$ cat src/rtl/adc_sampler.sv
// Periodic MCP3001-style SPI ADC reader with a 2^AVG_LOG2 boxcar averager.
// adc_o feeds the 10-bit ADC input of the pt100 temperature converter.
module adc_sampler #(
  parameter int ADC_RES       = 10,
  parameter int CLK_DIV       = 4,
  parameter int SAMPLE_PERIOD = 50000,
  parameter int AVG_LOG2      = 2
) (
  input  logic               clk_i,
  input  logic               rst_ni,
  input  logic               enable_i,
  input  logic               miso_i,
  output logic               sclk_o,
  output logic               cs_no,
  output logic [ADC_RES-1:0] sample_o,
  output logic [ADC_RES-1:0] adc_o,
  output logic               valid_o,
  output logic               overrun_o
);

  localparam int ACC_W = ADC_RES + AVG_LOG2;
  localparam int CNT_W = (AVG_LOG2 > 0) ? AVG_LOG2 : 1;
  localparam int TMR_W = $clog2(SAMPLE_PERIOD);
  localparam int DIV_W = (CLK_DIV > 1) ? $clog2(CLK_DIV) : 1;

  localparam logic [1:0] ST_IDLE  = 2'd0;
  localparam logic [1:0] ST_SETUP = 2'd1;
  localparam logic [1:0] ST_SHIFT = 2'd2;
  localparam logic [1:0] ST_HOLD  = 2'd3;

  localparam logic [CNT_W-1:0] CNT_LAST   = CNT_W'((1 << AVG_LOG2) - 1);
  localparam logic [TMR_W-1:0] TIMER_LAST = TMR_W'(SAMPLE_PERIOD - 1);
  localparam logic [DIV_W-1:0] DIV_LAST   = DIV_W'(CLK_DIV - 1);
  localparam logic [3:0]       BIT_FIRST  = 4'd3;   // edges 1-3: sample + null bits
  localparam logic [3:0]       BIT_LAST   = 4'd12;

  // Truncating divide of the boxcar sum by the sample count.
  function automatic logic [ADC_RES-1:0] avg_trunc(input logic [ACC_W-1:0] sum);
    logic [ACC_W-1:0] shifted;
    shifted = sum >> AVG_LOG2;
    return shifted[ADC_RES-1:0];
  endfunction

  logic [TMR_W-1:0]   timer_q, timer_d;
  logic [1:0]         state_q, state_d;
  logic [DIV_W-1:0]   div_q, div_d;
  logic [3:0]         bit_q, bit_d;
  logic               sclk_q, sclk_d;
  logic [ADC_RES-1:0] shift_q, shift_d;
  logic [ADC_RES-1:0] sample_q, sample_d;
  logic [ADC_RES-1:0] adc_q, adc_d;
  logic               valid_q, valid_d;
  logic               ovr_q, ovr_d;
  logic [ACC_W-1:0]   acc_q, acc_d;
  logic [CNT_W-1:0]   cnt_q, cnt_d;

  logic               trigger;
  logic               div_last;
  logic [ACC_W-1:0]   sum;

  always_comb begin
    timer_d  = '0;
    state_d  = state_q;
    div_d    = div_q;
    bit_d    = bit_q;
    sclk_d   = sclk_q;
    shift_d  = shift_q;
    sample_d = sample_q;
    adc_d    = adc_q;
    valid_d  = 1'b0;
    ovr_d    = ovr_q;
    acc_d    = acc_q;
    cnt_d    = cnt_q;

    trigger  = enable_i && (timer_q == TIMER_LAST);
    div_last = (div_q == DIV_LAST);
    sum      = acc_q + ACC_W'(shift_q);

    if (enable_i && !trigger) timer_d = timer_q + 1'b1;

    case (state_q)
      ST_IDLE: begin
        div_d  = '0;
        sclk_d = 1'b0;
        if (!enable_i) begin
          acc_d = '0;
          cnt_d = '0;
        end
        if (trigger) state_d = ST_SETUP;
      end
      ST_SETUP: begin
        if (div_last) begin
          div_d   = '0;
          state_d = ST_SHIFT;
        end else begin
          div_d = div_q + 1'b1;
        end
      end
      ST_SHIFT: begin
        if (div_last) begin
          div_d  = '0;
          sclk_d = !sclk_q;
          if (!sclk_q) begin
            // Rising SCLK edge: ADC data has been stable since the last falling edge.
            if (bit_q >= BIT_FIRST) shift_d = {shift_q[ADC_RES-2:0], miso_i};
          end else if (bit_q == BIT_LAST) begin
            bit_d   = '0;
            state_d = ST_HOLD;
          end else begin
            bit_d = bit_q + 1'b1;
          end
        end else begin
          div_d = div_q + 1'b1;
        end
      end
      default: begin
        if (div_last) begin
          div_d    = '0;
          state_d  = ST_IDLE;
          sample_d = shift_q;
          if (cnt_q == CNT_LAST) begin
            adc_d   = avg_trunc(sum);
            valid_d = 1'b1;
            acc_d   = '0;
            cnt_d   = '0;
          end else begin
            acc_d = sum;
            cnt_d = cnt_q + 1'b1;
          end
        end else begin
          div_d = div_q + 1'b1;
        end
      end
    endcase

    if (trigger && (state_q != ST_IDLE)) ovr_d = 1'b1;
  end

  always_ff @(posedge clk_i) begin
    if (!rst_ni) begin
      timer_q  <= '0;
      state_q  <= ST_IDLE;
      div_q    <= '0;
      bit_q    <= '0;
      sclk_q   <= 1'b0;
      shift_q  <= '0;
      sample_q <= '0;
      adc_q    <= '0;
      valid_q  <= 1'b0;
      ovr_q    <= 1'b0;
      acc_q    <= '0;
      cnt_q    <= '0;
    end else begin
      timer_q  <= timer_d;
      state_q  <= state_d;
      div_q    <= div_d;
      bit_q    <= bit_d;
      sclk_q   <= sclk_d;
      shift_q  <= shift_d;
      sample_q <= sample_d;
      adc_q    <= adc_d;
      valid_q  <= valid_d;
      ovr_q    <= ovr_d;
      acc_q    <= acc_d;
      cnt_q    <= cnt_d;
    end
  end

  assign sclk_o    = sclk_q;
  assign cs_no     = !((state_q == ST_SETUP) || (state_q == ST_SHIFT));
  assign sample_o  = sample_q;
  assign adc_o     = adc_q;
  assign valid_o   = valid_q;
  assign overrun_o = ovr_q;

endmodule
$ cat config.mk
export PLATFORM = sky130hd
export DESIGN_NAME = adc_sampler
export DESIGN_NICKNAME = d
export VERILOG_FILES = /design/src/rtl/adc_sampler.sv
export SDC_FILE = /design/constraint.sdc
export NUM_CORES = 1
export LEC_CHECK = 0
export ABC_AREA = 1
export CORE_UTILIZATION = 29
export CTS_BUF_LIST = sky130_fd_sc_hd__clkbuf_8
export DETAILED_ROUTE_END_ITERATION = 6
export PLACE_DENSITY = 0.52
export REMOVE_ABC_BUFFERS = 1
export SKIP_CTS_REPAIR_TIMING = 1
export SLEW_MARGIN = 10
export SYNTH_ARGS = -nofsm -noshare
export SYNTH_HDL_FRONTEND = slang
export SYNTH_SLANG_ARGS = --single-unit
$ cat constraint.sdc
create_clock -name clk_i -period 2.9 [get_ports clk_i]
set_clock_uncertainty 0.1 [all_clocks]
set_input_delay 0.58 -clock clk_i [delete_from_list [all_inputs] [get_ports clk_i]]
set_output_delay 0.58 -clock clk_i [all_outputs]
set_load 0.01 [all_outputs]
==> reports/qor.csv <==
metric,value,unit
clockRootBuffer,clkbuf_8,
initial_core_util,0.298,
post-route-min-period,2450,ps
clock_power_share,0.385,
p_int,1470,µW
p_leak,0.00177,µW
drt-vias-per-instance,4.51,
slew_headroom,0.649,
crit_path_end_kind,primary output,
numPortBuffers,27,
p_sw,537,µW
cp_cell_sequence,"inv_1, ha_1, inv_1, clkdlybuf4s50_1",
ys.flop_type,dfxtp_1,
rrSetupSlack,840,ps
ant_nets,0,
fmax,408,MHz
slowest_delay,540,ps
clk_pin_slew_worst_paths,70,ps
syn_inst,501,
path_class,reg2out,
design_area,4180,µm²
r2r_cells,9,
start_kind,register,
place_area,3990,µm²
clk_latency,350,ps
synth-async-reset-ratio,0,
synth-seq-cells,71,
syn_area,3580,µm²
place_congestion,0.872,
crit_slowest_cell,clkdlybuf4s50_1,
tns,0,ps
tritoncts,yes,
drive_gt1_frac,0.0729,
final.period_utilization,0.845,
core,12000,µm²
cap_violations,0,
wl_per_cell,11.1,µm
hold_path_class,reg2reg,
area_delta_synth_final,16.8,%
ios,28,
globalRouteTotalUtil,0.129,
drc_errors,0,
fp.dieH,113,µm
clk_path_buf_depth,2,
grt_pass1_vias,2943,
cts_buffers,9,
synth_edf_count,0,
antennaDiodeCount,0,
via_count,3075,
hold_depth,1,
ys_top_cells_by_count,"nand2_1 (109), nor2_1 (73), dfxtp_1 (71)",
fp-row-count,40,
antenna_found_initial,0,
worst_slew_pin_slew,523,ps
htreeDepth,3,
cp_top_family,buffers and inverters,
die_area,12800,µm²
final-hold-violation-count,0,
yosys-top-cells-area,"dfxtp_1 (40%), nand2_1 (11%), nor2_1 (7.7%)",
cp_max_fo,3,
critPathMostFrequentCell,inv_1,
hold_ws,331,ps
swShare,0.267,
yosysMostFrequentCell,nand2_1,
wirelength,7590,µm
worstHoldEndpoint,div_q[0],
seqPwrFrac,0.500,
synth_top_area_frac,0.397,
status,"complete, no violations",
worst_ep_arrival_time,1770,ps
ys_seq_area_frac,0.397,
dr.pass1.iters,5,
grt_pass1_wl,13200,µm
syn_area_per_cell,7.14,µm²
gr-total-overflow,0,
ys.warnings.count,0,
hpwl,5670,µm
r2r_end,acc_q[6],
peakVddDrop,0.294,mV
hp-start,div_q[0],
die_w,113,µm
crit_cells,4,
rr_startpoint,shift_q[0],
multiInputGateArea,1850,µm²
p_total,2010,µW
cp_num_buf_inv,3,
powerDensity,481,nW/µm²
comb_power_share,0.116,
clock-sinks,71,
crit_required,2220,ps
layout.nets,554,
slew_violations,0,
yosys.cell_types.count,37,
num-fill-cells,1303,
grt_max_degree,32,
ff_latch_area,1420,µm²
finalSetupViolCount,0,
yosysTopAreaCell,dfxtp_1,
rsz0062_at_grt,false,
drt_first_iter_violations,133,
==> worst max-delay path by stage <==
stage,startpoint,to,slack [ps]
6_report,state_q[0],cs_no,450
5_1_grt,state_q[0],cs_no,310
4_1_cts,state_q[0],cs_no,410
3_5_place_dp,rst_ni,overrun_o,460
3_3_place_gp,rst_ni,overrun_o,520
2_1_floorplan,div_q[0],adc_o[1],1060
==> state kept, by name, summed over array words and instances (netlist names) <==
signal	cells
state_q	2
div_q	2
overrun_o	1
acc_q	12
timer_q	16
adc_o	10
valid_o	1
cnt_q	2
sclk_o	1
shift_q	10
sample_o	10
bit_q	4
==> power by group through the flow <==
| stage | registers (µW) | logic, µW | clock network, µW |
|---|---|---|---|
| finish | 1000 | 232 | 772 |
| global route | 1010 | 269 | 849 |
| CTS | 1000 | 236 | 807 |
| detailed placement | 1030 | 235 | 0 |
| global placement | 1030 | 234 | 0 |
| floorplan | 1020 | 162 | 0 |
==> through the flow <==
stage / cells / setup WS (ps) / util
floorplan: 490 / 1060 / -
global placement: 666 / 516 / 0.332
detailed placement: 666 / 464 / 0.332
CTS: 682 / 409 / 0.348
global route: 682 / 310 / 0.348
finish: 682 / 451 / 0.348
==> area by class of cell <==
| type | count | area share |
|---|---|---|
| repair buffers | 29 | 0.0683 |
| multi-input cells | 352 | 0.442 |
| clock buffers | 10 | 0.0329 |
| clock inverters | 6 | 0.0126 |
| inverters | 67 | 0.0602 |
| well taps | 147 | 0.0440 |
| flip-flops and latches | 71 | 0.340 |
==> cells in the final DEF, fill, tap and decap left out, types with 4 or more instances in the layout <==
| master | count |
|---|---|
| nand2_1 | 109 |
| nor2_1 | 73 |
| dfxtp_1 | 71 |
| inv_1 | 60 |
| o21ai_0 | 37 |
| a21oi_1 | 28 |
| nand3_1 | 27 |
| clkdlybuf4s50_1 | 27 |
| ha_1 | 19 |
| o21bai_1 | 10 |
| clkbuf_8 | 10 |
| nor3_1 | 7 |
| inv_2 | 5 |
| nand4_1 | 5 |
| clkinv_1 | 4 |
| nand3_2 | 4 |
| xor2_1 | 4 |
==> routing by layer <==
layer | part of all wire | vias up | GRT usage
met5 | 0 | - | 0
met4 | 0.017 | 0 | 0.0500
met3 | 0.039 | 14 | 0.0386
met2 | 0.44 | 56 | 0.205
met1 | 0.51 | 1348 | 0.165
li1 | - | 1657 | -
==> logic make-up after synthesis <==
family          share of synthesized area
simple gates                        0.297
xor+xnor                           0.0171
compound gates                      0.129
fa+ha+maj                          0.0721
flops                               0.397
buf+inv                            0.0867
Power figures use the tool's default switching activity.
